<file path="src/rtl/pc_pkg.sv">
// Shared types and defaults for the fetch-stage program counter.
// Command encoding, sign-extension helper and default geometry.
package pc_pkg;

    localparam int unsigned PC_WIDTH   = 16;
    localparam int unsigned PC_DEPTH   = 4;
    localparam int unsigned PC_RST_VEC = 0;

    typedef enum logic [2:0] {
        PC_HOLD,
        PC_INC,
        PC_BR,
        PC_WR,
        PC_CALL,
        PC_RET
    } pc_cmd_e;

    // Sign-extend the low w bits of v to 32 bits.
    function automatic logic [31:0] sext(input logic [31:0] v,
                                         input int unsigned w);
        logic [31:0] mask;
        mask = 32'hFFFF_FFFF << w;
        if (w >= 32) return v;
        return v[w-1] ? (v | mask) : (v & ~mask);
    endfunction

endpackage

</file>
<file path="src/rtl/ras_lifo.sv">
// Circular return-address LIFO; a push when full overwrites the oldest entry.
// Pop takes precedence over push if both are requested.
module ras_lifo #(
    parameter int unsigned WIDTH = 16,
    parameter int unsigned DEPTH = 4
) (
    input  logic             clk,
    input  logic             rst_n,
    input  logic             push,
    input  logic             pop,
    input  logic [WIDTH-1:0] din,
    output logic [WIDTH-1:0] dout,
    output logic             full,
    output logic             empty,
    output logic             ovf,
    output logic             unf
);

    localparam int unsigned PW = $clog2(DEPTH);
    localparam int unsigned CW = PW + 1;

    logic [WIDTH-1:0] mem_q [DEPTH];
    logic [WIDTH-1:0] mem_d [DEPTH];
    logic [PW-1:0]    ptr_q, ptr_d;
    logic [CW-1:0]    cnt_q, cnt_d;

    assign full  = (cnt_q == CW'(DEPTH));
    assign empty = (cnt_q == '0);
    assign dout  = mem_q[ptr_q - PW'(1)];
    assign ovf   = push && !pop && full;
    assign unf   = pop && empty;

    always_comb begin
        mem_d = mem_q;
        ptr_d = ptr_q;
        cnt_d = cnt_q;
        if (pop) begin
            if (!empty) begin
                ptr_d = ptr_q - PW'(1);
                cnt_d = cnt_q - CW'(1);
            end
        end else if (push) begin
            // ptr wraps, so the write slot is the oldest entry when full
            mem_d[ptr_q] = din;
            ptr_d        = ptr_q + PW'(1);
            if (!full) cnt_d = cnt_q + CW'(1);
        end
    end

    always_ff @(posedge clk or negedge rst_n) begin
        if (!rst_n) begin
            for (int i = 0; i < DEPTH; i++) mem_q[i] <= '0;
            ptr_q <= '0;
            cnt_q <= '0;
        end else begin
            mem_q <= mem_d;
            ptr_q <= ptr_d;
            cnt_q <= cnt_d;
        end
    end

endmodule

</file>
<file path="src/rtl/prog_cntr_stack.sv">
// Program counter with return-address stack for the fetch stage.
// Optional target alignment check: define PC_ALIGN_CHK_EN.
module prog_cntr_stack
    import pc_pkg::*;
#(
    parameter int unsigned WIDTH   = PC_WIDTH,
    parameter int unsigned OFF_W   = 8,
    parameter int unsigned INC     = 1,
    parameter int unsigned RST_VEC = PC_RST_VEC,
    parameter int unsigned DEPTH   = PC_DEPTH
) (
    input  logic             clk,
    input  logic             rst,
    input  logic             en,
    input  logic             wr,
    input  logic             br,
    input  logic [OFF_W-1:0] brOff,
    input  logic             call,
    input  logic             ret,
    input  logic [WIDTH-1:0] dataIn,
    output logic [WIDTH-1:0] cnt,
    output logic             stkFull,
    output logic             stkEmpty,
    output logic             stkErr
);

    pc_cmd_e          cmd;
    logic [WIDTH-1:0] cnt_q, cnt_d;
    logic             err_q, err_d;
    logic [WIDTH-1:0] seq_pc, br_pc, tgt, ras_top;
    logic             mis, push, pop;
    logic             ras_full, ras_empty, ras_ovf, ras_unf;

    assign seq_pc = cnt_q + WIDTH'(INC);
    assign br_pc  = cnt_q + WIDTH'(sext(32'(brOff), OFF_W));

    always_comb begin
        cmd = PC_HOLD;
        priority case (1'b1)
            ret:     cmd = PC_RET;
            call:    cmd = PC_CALL;
            wr:      cmd = PC_WR;
            br:      cmd = PC_BR;
            en:      cmd = PC_INC;
            default: cmd = PC_HOLD;
        endcase
    end

    always_comb begin
        tgt = cnt_q;
        case (cmd)
            PC_RET:  tgt = ras_top;
            PC_CALL: tgt = dataIn;
            PC_WR:   tgt = dataIn;
            PC_BR:   tgt = br_pc;
            PC_INC:  tgt = seq_pc;
            default: tgt = cnt_q;
        endcase
    end

`ifdef PC_ALIGN_CHK_EN
    assign mis = tgt[0] && (cmd inside {PC_WR, PC_CALL, PC_RET, PC_BR});
`else
    assign mis = 1'b0;
`endif

    assign push = (cmd == PC_CALL) && !mis;
    assign pop  = (cmd == PC_RET) && !mis;

    always_comb begin
        cnt_d = tgt;
        if (mis || ((cmd == PC_RET) && ras_empty)) cnt_d = cnt_q;
        err_d = mis || ras_ovf || ras_unf || (call && ret);
    end

    always_ff @(posedge clk or negedge rst) begin
        if (!rst) begin
            cnt_q <= WIDTH'(RST_VEC);
            err_q <= 1'b0;
        end else begin
            cnt_q <= cnt_d;
            err_q <= err_d;
        end
    end

    ras_lifo #(
        .WIDTH(WIDTH),
        .DEPTH(DEPTH)
    ) u_ras (
        .clk  (clk),
        .rst_n(rst),
        .push (push),
        .pop  (pop),
        .din  (seq_pc),
        .dout (ras_top),
        .full (ras_full),
        .empty(ras_empty),
        .ovf  (ras_ovf),
        .unf  (ras_unf)
    );

    assign cnt      = cnt_q;
    assign stkFull  = ras_full;
    assign stkEmpty = ras_empty;
    assign stkErr   = err_q;

endmodule
</file>
<file path="config.mk">
export PLATFORM = sky130hd
export DESIGN_NAME = prog_cntr_stack
export DESIGN_NICKNAME = d
export VERILOG_FILES = /design/src/rtl/pc_pkg.sv /design/src/rtl/ras_lifo.sv /design/src/rtl/prog_cntr_stack.sv
export SDC_FILE = /design/constraint.sdc
export NUM_CORES = 1
export LEC_CHECK = 0
export CAP_MARGIN = 30
export CELL_PAD_IN_SITES_DETAIL_PLACEMENT = 1
export CELL_PAD_IN_SITES_GLOBAL_PLACEMENT = 2
export CORE_UTILIZATION = 36
export DETAILED_ROUTE_END_ITERATION = 10
export GPL_TIMING_DRIVEN = 0
export PLACE_DENSITY = 0.8
export SYNTH_ARGS = -nofsm -noshare
export SYNTH_HDL_FRONTEND = slang
export SYNTH_HIERARCHICAL = 1
export SYNTH_SLANG_ARGS = --single-unit
</file>
<file path="constraint.sdc">
create_clock -name clk -period 3.1 [get_ports clk]
set_clock_uncertainty 0.2 [all_clocks]
set_input_delay 0.465 -clock clk [delete_from_list [all_inputs] [get_ports clk]]
set_output_delay 0.465 -clock clk [all_outputs]
set_load 0.05 [all_outputs]
</file>
After elaboration in Yosys (flattened, before gate mapping). Cells that the tools add are included.

Bits in latches: 0. Memories kept: 0. Output and inout bits: 19. Flip-flop bits (word level): 86. Logic and storage cells: 65. Bits in writable memories: 0. ROM bits: 0.

Mux-type cells: 20. Add/subtract/negate cells: 6. Shift operators: 0. Equal/unequal tests: 8. Bitwise gates (word level): 4. Reduce and logical (&&, ||, !) cells: 16. Multipliers: 0. Div/mod/pow operators: 0. Order comparisons: 3.

Operators by type and width (number): $bwmux 64 (1); $mux 16 (4); $pmux 16 s4 (1); $bmux 16 s2 (1); $demux 16 s2 (1); $mux 3 (8); $add 16x1->16 const B (1); $add 16x16->16 (1); $eq 3x3->1 const B (3); $eq 3x2->1 const B (2); $ge 3x3->1 const B (2); $mux 2 (3); $not 2->3 (2); $reduce_and 2->1 (3); $logic_and 1x1->1 (5); $reduce_bool 4->1 (1); $add 3x1->3 const B (1); $eq 3x1->1 const B (1); $logic_not 3->1 (1); $lt 3x1->1 const B (1); $reduce_and 3->1 (1); $sub 3x1->3 const B (1); $add 2x1->2 const B (1); $logic_or 1x1->1 (2); other kinds (8) (9).

Logic depth before layout (Yosys ltp).
Word-level depth: 11. Depth in mapped cells: 10. Gate-level depth less buffers: 8.

Modules after synthesis. Netlist, hierarchy kept.

Modules (own cells, without submodules): ras_lifo (times used 1, cells each 200, area each 3384.5 um^2); prog_cntr_stack (times used 1, cells each 236, area each 2021.9 um^2).

Worst setup path after synthesis. OpenSTA, ideal clock, no wires.

Path kind: flip-flop to flip-flop. Start: reg u_ras.cnt_q[2]. End: reg cnt_q[8], in the netlist cnt[8]. Path buffers: 2. Slack: -0.057 ns. Stages on the path, launching flop included: 8. Library setup time: 0.120 ns. Data arrival time: 2.837 ns. Cells stage by stage: dfrtp_1 nor3_1 buf_1 mux2i_1 clkbuf_1 o32ai_1 o32ai_1 a31o_1.

Longest elaborated chain between the ends: 4.

Ends and longest elaborated chain: start, declared (line ras_lifo.sv:25) `logic [CW-1:0] cnt_q, cnt_d;`; start signal, assigned (line ras_lifo.sv:58) `cnt_q <= cnt_d;`; $logic_not 3->1 (line ras_lifo.sv:28) `assign empty = (cnt_q == '0);`; named net stkEmpty (line prog_cntr_stack.sv:23) `output logic stkEmpty,`; $logic_and 1x1->1 (line prog_cntr_stack.sv:72) `if (mis || ((cmd == PC_RET) && ras_empty)) cnt_d = cnt_q;`; $not 1->1 (no line); $reduce_and 2->1 (no line); end signal, assigned (line prog_cntr_stack.sv:78) `cnt_q <= WIDTH'(RST_VEC);`; end signal, assigned (line prog_cntr_stack.sv:81) `cnt_q <= cnt_d;`; end, declared (line prog_cntr_stack.sv:28) `logic [WIDTH-1:0] cnt_q, cnt_d;`.

The timed path passes the listed nets, and every way through them passes these cells. A chain may end at the register's enable or synchronous reset.

Worst setup path after layout.
Start: reg u_ras.ptr_q[0]. End: reg cnt_q[8], in the netlist cnt[8].

Longest elaborated chain between the ends: 6.

Ends and longest elaborated chain: start, declared (line ras_lifo.sv:24) `logic [PW-1:0] ptr_q, ptr_d;`; start signal, assigned (line ras_lifo.sv:57) `ptr_q <= ptr_d;`; $sub 2x1->2 (line ras_lifo.sv:29) `assign dout = mem_q[ptr_q - PW'(1)];`; $not 2->3 (not written as such) (line ras_lifo.sv:29); $bmux 16 s2 (line ras_lifo.sv:29); $mux 16 (not written as such) (2 in series) (line ras_lifo.sv:29); named net ras_top[8] (line prog_cntr_stack.sv:30) `logic [WIDTH-1:0] seq_pc, br_pc, tgt, ras_top;`; $pmux 16 s4 (line prog_cntr_stack.sv:51) `case (cmd)`.

The timed path passes the listed nets, and every way through them passes these cells. The select of a mux whose other input is x is not followed.

==> impl_metrics.csv <==
group,metric,value,unit
outcome,status,"complete, no violations",
floorplanning,die-area,0.0155,mm2
cts,h-tree-depth,3,
critical_path,path_class,"register to register",
synth,synthCells,436,
final_layout,nets,549,
run,drv_cap,0,
synth,synth.distinct_cells,69,
synth,yosys_most_used_dff,"dfrtp_1",
detailed_routing,first_pass_iters,4,
synth,syn_area,0.00541,mm2
synth,yosysWarnings,6,
timing,rsz0062_at_grt,"no",
worst_hold_path,hold_path_class,"input port to register",
critical_path,reg2reg_slack,0.18,ns
synth,async_reset_ff_frac,1.00,
cts,cts-buffers-inserted,9,
grt,first_global_vias,4272,
placed_design,place_hpwl,11300,um
synth,ys_ff_latch,86,
cts,path_clk_slew,0.06,ns
placed_design,dpl-instance-area,0.00615,mm2
placed_design,dp.cells,669,
floorplanning,rows,44,
detailed_routing,vias_per_cell,5.74,
final_layout,fin_cells,684,
critical_path,worstPathMaxFanout,10,
cts,cts_tree,"done",
detailed_routing,vias,3925,
synth,synth_top_area_frac,0.398,
critical_path,reg2reg_from,"u_ras/ptr_q[0]",
timing,setup_violations,0,
critical_path,cp_data_required_time,3.13,ns
detailed_routing,antenna_left,0,
synth,synth.avg_cell_area,12.4,um2
cts,cts_max_path_buffers,2,
power,ir_worst_vdd,0.000300,V
floorplanning,dieWidth,125,um
timing,fmax,342,MHz
detailed_routing,drtIter0Drc,172,
cts,cts_sinks,86,
timing,finalSetupTns,0,ns
final_layout,register_area,0.00215,mm2
floorplanning,start_util,0.371,
floorplanning,core,0.0146,mm2
placed_design,portBuffers,48,
critical_path,reg2reg_depth,9,
final_layout,area_growth,19.9,%
detailed_routing,wl,15000,um
timing,slew_headroom,0.577,
timing,fin_crit_sh,0.942,
timing,worst_slack,0.179,ns
timing,hold_viol,0,
floorplanning,die_y,125,um
synth,synth_edf_count,0,
final_layout,nFillCells,1522,
critical_path,crit_end,"cnt[8]",
synth,synth_nets,489,
power,power.density,1100,mW/mm2
timing,report.final.slew_viol_count,0,
placed_design,place_congestion,0.840,
cts,root_buffer,"clkbuf_16",
critical_path,r2r_end,"cnt[8]",
critical_path,cp-startpoint,"u_ras/ptr_q[0]",
grt,antenna_found_initial,0,
critical_path,endpoint_kind,"register",
detailed_routing,drc,0,
final_layout,multi_input_area,0.00307,mm2
grt,grt_max_degree,48,
detailed_routing,wl_per_cell,22.0,um
grt,grt_pass1_wl,24500,um
final_layout,design_area,0.00648,mm2
timing,holdWs,0.256,ns
timing,tightestPinTransition,0.630,ns
floorplanning,num_io_pins,50,
final_layout,n_antenna_cell,0,
final_layout,drive_above_1_share,0.260,
critical_path,crit_arrival,2.95,ns
grt,overflow,0,
grt,grt_usage,0.206,
power,power.leakage,2.88,nW
synth,seq_area_frac_synth,0.398,
synth,synth_top_cell_by_area,"dfrtp_1",
cts,cts_setup_buffers,0,
critical_path,critPathLaunchType,"register",
synth,synthTopCellsByArea,"dfrtp_1 (40%), mux2_4 (11%), mux4_2 (6.7%), mux2_2 (5.2%), ha_1 (4.6%)",
timing,fin_crit,2.92,ns
cts,clkLatencyLatePin,0.35,ns
placed_design,pre_cts_slack,-0.576,ns
-- worst min path at each step --
stage / end / slack, ns / depth (start not counted) / start
floorplan: cnt[0] / -0.03 / 0 / rst
global placement: u_ras/mem_q[47] / 0.28 / 1 / u_ras/mem_q[47]
detailed placement: u_ras/mem_q[33] / 0.29 / 1 / rst
CTS: stkErr / 0.25 / 2 / ret
global route: stkErr / 0.28 / 2 / ret
finish: stkErr / 0.26 / 2 / ret
-- state kept, by name, indices dropped and copies added, names as in the netlist --
register and cells:
cnt 16, stkErr 1, u_ras/cnt_q 3, u_ras/mem_q 64, u_ras/ptr_q 2
-- layout make-up --
class	instances	area share
multi-input cells	313	0.473
flip-flops and latches	86	0.332
repair buffers	50	0.0796
clock buffers	11	0.0359
well taps	184	0.0355
plain buffers	22	0.0243
clock inverters	4	0.0112
inverters	14	0.00811
-- placed cells by master (no fill, tap or decap), drive strengths merged, types with 3 or more instances in the layout --
cell type and count:
ha 20, a31oi 7, nand4 5, a221oi 12, xnor2 16, o21bai 3
inv 14, nand2b 5, clkdlybuf4s50 47, mux4 16, buf 18, nor4 3
and3 4, a211o 4, nor2 14, or2 3, dfrtp 86, o32ai 7
nand3 12, nand2 25, a21oi 11, o21ai 10, a21o 5, o22ai 10
clkbuf 17, mux2 65, and2 4, a22oi 5, nor3 6, xor2 9
-- report_power, final --
part	internal (mW)	switching, mW	leakage (nW)
clock	0.701	0.450	0.146
combinational	1.81	2.02	1.66
sequential	1.66	0.508	1.07
-- through the flow --
step | power, mW | util
2_1_floorplan | 4.81 | -
3_3_place_gp | 5.77 | 0.420
3_5_place_dp | 5.93 | 0.421
4_1_cts | 7.17 | 0.444
5_1_grt | 7.58 | 0.444
6_report | 7.15 | 0.444
-- Yosys cell counts (7+ instances only) --
master	count
ha_1	20
o22ai_1	10
nor2_1	14
dfrtp_1	86
mux2_2	25
clkbuf_1	7
o32ai_1	7
xor2_1	9
a31oi_1	7
a21oi_1	11
xnor2_1	15
nand3_1	12
inv_1	13
o21ai_0	8
mux2_4	40
mux4_2	16
buf_2	7
nand2_1	21
a221oi_1	10
-- per-layer routing --
metal  global-route usage  routed length, um  vias up
li1                     -                  -     1788
met1                0.271               6980     2036
met2                0.332               7150       76
met3               0.0305                451       25
met4               0.0992                460        0
met5                    0                  0        -
-- what timing repair did --
item / CTS / global route
hold endpoints to repair: 39 / 0
gates resized for setup: 4 / 1
hold buffers: 1 / 0
endpoints found under the setup margin: 15 / 1
-- logic make-up after synthesis --
family                     synth area share
buffers and inverters                0.0380
xor gates and xnor gates             0.0419
AOI/OAI and AO/OA                     0.134
DFF                                   0.398
and+or+nand+nor                       0.101
adders and majority gates            0.0537
muxes                                 0.234
-- worst max-delay path, cell delays in order, from the launching register on --
cell and delay (ns):
dfrtp_1 0.39, buf_4 0.25, buf_6 0.22, inv_1 0.13, ha_4 0.37, buf_4 0.25, mux4_2 0.34, o32ai_1 0.32
o32ai_1 0.12, a31o_1 0.20
No activity file was read; power rests on OpenSTA's default activity.
==> RTL edit, RTL diff (same settings) <==
Remove the register `err_q`: a continuous assignment takes its place, so the output `stkErr` follows one clock earlier.
--- a/src/rtl/prog_cntr_stack.sv
+++ b/src/rtl/prog_cntr_stack.sv
@@ -76,12 +76,12 @@
     always_ff @(posedge clk or negedge rst) begin
         if (!rst) begin
             cnt_q <= WIDTH'(RST_VEC);
-            err_q <= 1'b0;
         end else begin
             cnt_q <= cnt_d;
-            err_q <= err_d;
         end
     end
+
+    assign err_q = err_d;
 
     ras_lifo #(
         .WIDTH(WIDTH),
Check against the original RTL: not equivalent (Yosys sat finds a counterexample within 4 cycles, from zero or initial values and one cycle with rst low).
==> RTL edit against the unedited design <==
- sequential cell count decreased by 1
- critical path depth down 2
- utilization decreased by 0.12 points
- setup slack worse by 0.074 ns
- final area is 0.66% lower
- total power decreased by 2.8%
- routed wire length fell by 2.9%
- synthesized area is 0.46% lower
==> RTL edit: results (changes against the unedited design) <==
.. list-table::
   :header-rows: 1

   * - Metric
     - Value
   * - Reg area
     - 2130 um^2 (was 2150 um^2)
   * - Vias
     - 3870 (was 3925)
   * - Multi-input combinational area share
     - 47.8% (was 47.3%)
   * - Met3 routed wirelength
     - 457 um (was 451 um)
   * - Wire length of the first global-routing pass
     - 24400 um (was 24500 um)
   * - Met1 Routed Length
     - 6450 um (was 6980 um)
   * - Placement Setup Slack
     - -0.580 ns (was -0.576 ns)
   * - Vias per cell
     - 5.66 (was 5.74)
   * - Vias in the first global route
     - 4340 (was 4272)
   * - Leakage power
     - 2.87 nW (was 2.88 nW)
   * - Total Nets Final
     - 548 (was 549)
   * - Met2 wire length
     - 7450 um (was 7150 um)
   * - Startpoint of the most critical setup path
     - call (was u_ras/ptr_q[0])
   * - Count of routing violations after the opening detailed-route iteration
     - 171 (was 172)
   * - Max incr delay on CP
     - 0.60 ns (was 0.39 ns)
   * - Non-clock buffering overhead
     - 10.5% (was 10.4%)
   * - Critical-path cell with the highest stage delay
     - clkdlybuf4s50_1 (was dfrtp_1)
   * - Outcome
     - complete, no violations (unchanged)
   * - Number of nets in the synthesized netlist
     - 488 (was 489)
   * - Slew at the pin closest to its max-slew limit
     - 0.596 ns (was 0.630 ns)
   * - Data arrival time of the worst path
     - 2.33 ns (was 2.95 ns)
   * - Met3 Track Usage GR
     - 2.71% (was 3.05%)
   * - Clock buffers
     - 12 (was 11)
   * - Sequential element share of the synthesized area
     - 39.5% (was 39.8%)
   * - Post-placement cell area
     - 6120 um^2 (was 6150 um^2)
   * - Share of total power consumed by net switching
     - 41.9% (was 41.7%)
   * - Total area of multi-input combinational cells
     - 3070 um^2 (about the same)
   * - Worst Hold Endpoint
     - u_ras/mem_q[35] (was stkErr)
   * - Post-detailed-routing wire length
     - 14600 um (was 15000 um)
   * - Placed wire-length estimate after detailed placement
     - 10900 um (was 11300 um)
   * - Hold crit path type
     - reg2reg (was in2reg)
   * - Placed instance count
     - 668 (was 669)
   * - End of the critical path
     - stkErr (was cnt[8])
   * - Final period utilization
     - 96.6% (was 94.2%)
   * - Cell types occupying the most area after synthesis
     - dfrtp_1 (40%), mux2_4 (11%), mux4_2 (6.7%) (unchanged)
   * - Cell area after synthesis
     - 5380 um^2 (was 5410 um^2)
   * - Met1 usage
     - 26.5% (was 27.1%)
   * - Number of instances on the worst hold path
     - 1 (was 2)
   * - Final-layout fill cell count
     - 1545 (was 1522)
   * - Number of clock sinks
     - 85 (was 86)
   * - Critical hold path startpoint
     - u_ras/mem_q[35] (was ret)
==> RTL edit: cell count changes after synthesis <==
cell | unedited run | this run
dfrtp_1 | 86 | 85
==> RTL edit: cells by family (layout without fill, tap and decap cells) <==
group / after synthesis / after routing / synth area share, %
AO/OA/AOI/OAI: 95 / 95 / 13.4
flip-flops: 85 / 85 / 39.5
XOR/XNOR: 25 / 25 / 4.21
buffers and inverters: 37 / 102 / 3.81
adder cells (fa/ha/maj): 22 / 22 / 5.39
AND/OR/NAND/NOR: 88 / 88 / 10.2
multiplexers: 83 / 83 / 23.5
==> RTL edit: power by group through the flow <==
stage                     sequential (mW)  combinational (mW)  clock (mW)
after detailed placement             2.14                3.74           0
after global routing                 2.22                4.11        1.08
after global placement               2.10                3.64           0
after CTS                            2.14                3.82        1.03
final                                2.14                3.81        1.01
after floorplan                      2.34                2.45           0
==> RTL edit: repair_timing <==
item,in CTS,in global routing
hold buffers,1,0
gates resized for setup,9,1
setup buffers,0,0
setup endpoints to repair,16,1
endpoints found under the hold margin,14,0
